### src/rtl/gpio_en_sequencer.sv
// gpio_en_sequencer: Avalon-MM slave that sequences the display enable line.
// Software programs a start delay and pulse length, then sets req; 'en' rises
// after the delay and either stays high (continuous) or self-clears (one-shot).
//
// state  | meaning
// -------+---------------------------------------------------------------
// S_IDLE | en low, waiting for a CTRL write with req=1
// S_WAIT | start delay running, cnt counts DELAY down to 0
// S_ON   | en high; one-shot counts the latched PULSE down, continuous holds
module gpio_en_sequencer #(
  parameter int CNT_W     = 24,
  parameter int DEF_DELAY = 0,
  parameter int DEF_PULSE = 0
) (
  input  logic        clk,
  input  logic        reset,
  input  logic        write_n,
  input  logic [1:0]  address,
  input  logic [31:0] writedata,
  output logic [31:0] readdata,
  output logic        en
);

  typedef enum logic [1:0] {
    S_IDLE = 2'b00,
    S_WAIT = 2'b01,
    S_ON   = 2'b10
  } state_t;

  state_t           r_state;
  state_t           w_state_nxt;
  logic [CNT_W-1:0] r_cnt;
  logic [CNT_W-1:0] w_cnt_nxt;
  logic [CNT_W-1:0] r_delay;
  logic [CNT_W-1:0] r_pulse;
  logic [CNT_W-1:0] r_pulse_l;
  logic             r_req;
  logic             r_mode;
  logic             r_mode_l;
  logic             r_done;
  logic             r_en;
  logic             w_en_nxt;
  logic             w_finish;
  logic             w_start;
  logic             w_abort;
  logic             w_wr_ctrl;
  logic             w_wr_delay;
  logic             w_wr_pulse;
  logic             w_wr_status;
  logic             w_unused;

  assign w_wr_ctrl   = !write_n && (address == 2'd0);
  assign w_wr_delay  = !write_n && (address == 2'd1);
  assign w_wr_pulse  = !write_n && (address == 2'd2);
  assign w_wr_status = !write_n && (address == 2'd3);

  assign w_start = w_wr_ctrl && writedata[0] && (r_state == S_IDLE);
  assign w_abort = w_wr_ctrl && !writedata[0] && (r_state != S_IDLE);

  // Upper write-data bits beyond the counter width carry no meaning.
  assign w_unused = ^writedata[31:CNT_W];

  // Next-state, counter and enable decisions for the sequencer.
  always_comb begin
    w_state_nxt = r_state;
    w_cnt_nxt   = r_cnt;
    w_en_nxt    = r_en;
    w_finish    = 1'b0;
    case (r_state)
      S_IDLE: begin
        if (w_start) begin
          w_state_nxt = S_WAIT;
          w_cnt_nxt   = r_delay;
        end
      end
      S_WAIT: begin
        if (w_abort) begin
          w_state_nxt = S_IDLE;
          w_en_nxt    = 1'b0;
        end else if (r_cnt == '0) begin
          w_state_nxt = S_ON;
          w_en_nxt    = 1'b1;
          w_cnt_nxt   = r_pulse_l;
        end else begin
          w_cnt_nxt = r_cnt - 1'b1;
        end
      end
      S_ON: begin
        // One-shot completion outranks a same-edge CTRL write.
        if (r_mode_l && (r_cnt == '0)) begin
          w_finish    = 1'b1;
          w_state_nxt = S_IDLE;
          w_en_nxt    = 1'b0;
        end else if (w_abort) begin
          w_state_nxt = S_IDLE;
          w_en_nxt    = 1'b0;
        end else if (r_mode_l) begin
          w_cnt_nxt = r_cnt - 1'b1;
        end
      end
      default: begin
        w_state_nxt = S_IDLE;
        w_en_nxt    = 1'b0;
      end
    endcase
  end

  // Sequencer state, counter and registered enable.
  always_ff @(posedge clk or negedge reset) begin
    if (!reset) begin
      r_state <= S_IDLE;
      r_cnt   <= '0;
      r_en    <= 1'b0;
    end else begin
      r_state <= w_state_nxt;
      r_cnt   <= w_cnt_nxt;
      r_en    <= w_en_nxt;
    end
  end

  // Software-visible registers plus the values captured at start.
  // PULSE is captured at start so a rewrite during the delay only affects the next run.
  always_ff @(posedge clk or negedge reset) begin
    if (!reset) begin
      r_req     <= 1'b0;
      r_mode    <= 1'b0;
      r_mode_l  <= 1'b0;
      r_pulse_l <= '0;
      r_done    <= 1'b0;
      r_delay   <= CNT_W'(DEF_DELAY);
      r_pulse   <= CNT_W'(DEF_PULSE);
    end else begin
      if (w_finish) begin
        r_req <= 1'b0;
      end else if (w_wr_ctrl) begin
        r_req <= writedata[0];
      end
      if (w_wr_ctrl) begin
        r_mode <= writedata[1];
      end
      if (w_start) begin
        r_mode_l  <= writedata[1];
        r_pulse_l <= r_pulse;
      end
      if (w_finish) begin
        r_done <= 1'b1;
      end else if (w_wr_status && writedata[3]) begin
        r_done <= 1'b0;
      end
      if (w_wr_delay) begin
        r_delay <= writedata[CNT_W-1:0];
      end
      if (w_wr_pulse) begin
        r_pulse <= writedata[CNT_W-1:0];
      end
    end
  end

  // Read-back mux, zero-extended.
  always_comb begin
    readdata = 32'd0;
    case (address)
      2'd0:    readdata = {30'd0, r_mode, r_req};
      2'd1:    readdata = 32'(r_delay);
      2'd2:    readdata = 32'(r_pulse);
      default: readdata = {28'd0, r_done, r_state, r_en};
    endcase
  end

  assign en = r_en;

endmodule

### config.mk
export PLATFORM = sky130hd
export DESIGN_NAME = gpio_en_sequencer
export DESIGN_NICKNAME = d
export VERILOG_FILES = /design/src/rtl/gpio_en_sequencer.sv
export SDC_FILE = /design/constraint.sdc
export NUM_CORES = 1
export LEC_CHECK = 0
export CORE_UTILIZATION = 45
export CTS_CLUSTER_DIAMETER = 120
export DETAILED_ROUTE_END_ITERATION = 8
export HOLD_SLACK_MARGIN = 0.02
export PLACE_DENSITY_LB_ADDON = 0.2
export SYNTH_ARGS = -nofsm -noshare
export SYNTH_HDL_FRONTEND = slang
export SYNTH_SLANG_ARGS = --single-unit
### constraint.sdc
create_clock -name clk -period 2.8 [get_ports clk]
set_clock_uncertainty 0.2 [all_clocks]
set_input_delay 0.56 -clock clk [delete_from_list [all_inputs] [get_ports clk]]
set_output_delay 0.56 -clock clk [all_outputs]
set_load 0.05 [all_outputs]
==> results.json <==
{
  "hp-start": "r_mode",
  "comb_power_share_pct": 50.0,
  "via_per_inst": 5.819,
  "drive_gt1_share_pct": 33.49,
  "muxShareOfSynthArea_pct": 17.05,
  "ys_async_sr_fraction_pct": 100.0,
  "n_fill_cell": 1034,
  "antennaDiodeCount": 0,
  "ys_seq_elements": 103,
  "clk_latency_ns": 0.36,
  "endpoint_kind": "flop",
  "rsz0062_at_grt": "false",
  "holdPathStages": 2,
  "cp_top_family": "simple AND/OR/NAND/NOR gates",
  "power_frac_seq_pct": 32.6,
  "power_density_nw_per_um2": 1027,
  "startpoint_type": "flop",
  "dp_hpwl_mm": 10.32,
  "multi_input_area_um2": 2833,
  "p_int_uw": 4402,
  "synth_area_um2": 5613,
  "synth-xor-area-share_pct": 0.3121,
  "vdd_drop_max_uv": 538.9,
  "routedWlPerCell_um": 19.05,
  "critPathBufInv": 1,
  "ant_nets": 0,
  "crit_fanout": 8,
  "hold_class": "reg -> reg",
  "fin_crit_sh_pct": 97.27,
  "cts.path.max_buffers": 2,
  "die_h_um": 113.7,
  "p_sw_uw": 3038,
  "cts_sinks": 103,
  "crit_chain": "or4_4, nor4b_4, nand3_4, buf_4, mux2_2, a221oi_2, o21ai_1",
  "status": "finished, final reports clean",
  "fin_util_pct": 60.05,
  "design_area_um2": 7243,
  "grt.total_usage_pct": 25.13,
  "cts_tree": "built",
  "crit_required_ns": 2.84,
  "htreeDepth": 3,
  "dr.pass1.iters": 4,
  "finalCriticalPeriod_ns": 2.723,
  "antenna_found_initial": 0,
  "grt_first_pass_wirelength_mm": 24.98,
  "max_slew.worst_pin.slew_ns": 0.6279,
  "fin_nets": 661,
  "avgSynthCellArea_um2": 10.63,
  "wirelength_mm": 15.09,
  "ys_seq_area_share_pct": 45.92,
  "vias": 4609,
  "mostFrequentLayoutCells": "dfrtp_1 (103), mux2_2 (79), buf_4 (66)",
  "die_w_um": 113.7,
  "yosys.area_share.adder_pct": 1.115,
  "gp_congestion": 0.8760,
  "grt-ovfl-total": 0,
  "synth_simple_gate_area_share_pct": 12.35,
  "num_io_pins": 70,
  "clockRootBuffer": "clkbuf_16",
  "layout_commonest_cell": "dfrtp_1",
  "regToRegEndpoint": "r_cnt[3]",
  "synth_top_family_by_area": "compound AO/OA/AOI/OAI gates",
  "drt_iter0_drc": 263,
  "core-area_um2": 12060,
  "rr_startpoint": "r_cnt[7]",
  "syn_inst": 528,
  "instances_no_fill": 792,
  "swShare_pct": 40.84,
  "rr_worst_depth": 7,
  "placed_area_um2": 6877,
  "ys_warn_count": 0,
  "maxSlewViolCount": 0,
  "synth_edf_count": 0,
  "maxCapViolCount": 0,
  "crit_path_top_delay_cell": "or4_4",
  "synth_compound_area_share_pct": 18.44,
  "rrSetupSlack_ns": 0.08,
  "cp_slowest_stage_delay_ns": 0.59,
  "initial_core_util_pct": 46.54,
  "synth_cell_types": 59,
  "cts.reportedPaths.clkPinSlew_ns": 0.07,
  "setup_viol": 0,
  "worst_ep_arrival_time_ns": 2.77,
  "pwr-share-clk_pct": 17.4,
  "grt_pass1_vias": 4689,
  "portBuffers": 53,
  "dieArea_um2": 12920,
  "max_freq_mhz": 367.2,
  "finalHoldViolCount": 0,
  "drc_errors": 0,
  "final.setup.tns_ns": 0,
  "rows": 40,
  "seq_area_um2": 2577,
  "cts_buffers": 9,
  "holdPathEnd": "r_mode",
  "slew_headroom_pct": 58.10,
  "crit_type": "reg -> reg",
  "synth_top_flop_cell": "dfrtp_1",
  "area_growth_pct": 29.05,
  "grt_start_max_net_pins": 68,
  "dp_cells": 772,
  "p_leak_uw": 0.003033
}
-- final cells by class --
| class | count | share of cell area [%] |
|---|---|---|
| multi-input combinational | 378 | 39.11 |
| sequential | 103 | 35.58 |
| timing repair buffer | 121 | 17.95 |
| clock buffer | 11 | 3.351 |
| tap | 168 | 2.902 |
| clock inverter | 5 | 0.7946 |
| inverter | 6 | 0.3109 |
-- Yosys cell counts, drive strengths merged, types with 10 or more instances --
library cell | n | share of area [%]
nor2 | 30 | 2.0
nand2 | 28 | 1.9
dfrtp | 103 | 46
nand3 | 14 | 1.5
a22o | 25 | 3.9
clkbuf | 31 | 2.1
mux2 | 81 | 16
buf | 17 | 2.3
o21ai | 53 | 4.7
o31ai | 11 | 1.5
nor3 | 19 | 1.8
a21oi | 16 | 1.4
nor4 | 10 | 1.1
-- layer usage --
metal | up-vias | routed length [µm] | global-route usage, %
met5 | - | 0 | 0
met4 | 0 | 244 | 8.333
met3 | 16 | 618 | 4.251
met2 | 114 | 7320 | 41.06
met1 | 2340 | 6904 | 34.03
li1 | 2139 | - | -
-- kinds of logic after synthesis --
family / after synthesis
buf+inv: 54
mux: 83
compound gates: 148
fa+ha+maj: 5
simple gates: 132
other cells: 1
flops: 103
xor+xnor: 2
-- what timing repair did --
action | in CTS | in global routing
pin swaps | 2 | 1
hold buffers | 1 | 0
endpoints found under the hold margin | 30 | 0
cloned | 0 | 0
endpoints found under the setup margin | 2 | 22
resized for setup | 1 | 8
buffers inserted | 0 | 3
-- flip-flops by register name (all words and copies together) (netlist names) --
| register | flops |
|---|---|
| r_delay | 24 |
| r_req | 1 |
| r_state | 2 |
| r_mode | 1 |
| r_pulse | 24 |
| en | 1 |
| r_cnt | 24 |
| r_mode_l | 1 |
| r_pulse_l | 24 |
| r_done | 1 |
-- power by group through the flow --
stage | clock, µW | combinational [µW] | sequential [µW]
after floorplan | 0 | 2430 | 2330
after global placement | 0 | 3580 | 2420
after detailed placement | 0 | 3640 | 2430
after CTS | 1320 | 3670 | 2410
after global routing | 1370 | 4070 | 2490
final | 1290 | 3720 | 2430
-- worst max path at each step --
stage	to	depth (start not counted)	startpoint	slack, ns
2_1_floorplan	readdata[10]	4	address[1]	0.12
3_5_place_dp	r_cnt[2]	6	r_cnt[7]	-0.002
6_report	r_cnt[3]	7	r_cnt[7]	0.08
3_3_place_gp	r_cnt[20]	6	r_cnt[7]	0.03
5_1_grt	r_cnt[18]	6	r_cnt[7]	0.003
4_1_cts	r_cnt[2]	6	r_cnt[12]	0.008
-- metrics by stage --
step                worst slack [ns]  power (µW)  hold WS [ns]
CTS                         0.008225        7397        0.2861
detailed placement         -0.002057        6073        0.2641
global placement             0.03323        5997        0.2590
floorplan                     0.1192        4762       0.06441
global route                0.002686        7922        0.3295
finish                       0.07655        7440        0.2855
-- worst reg2reg max path, delay by kind of cell, from the launching register on --
kind                   cells  cell delay, ns
AND/OR/NAND/NOR            3            1.24
multiplexers               1            0.27
AO/OA/AOI/OAI              2            0.32
flip-flops                 1            0.39
buffers and inverters      1            0.20
Power figures use the tool's default switching activity.
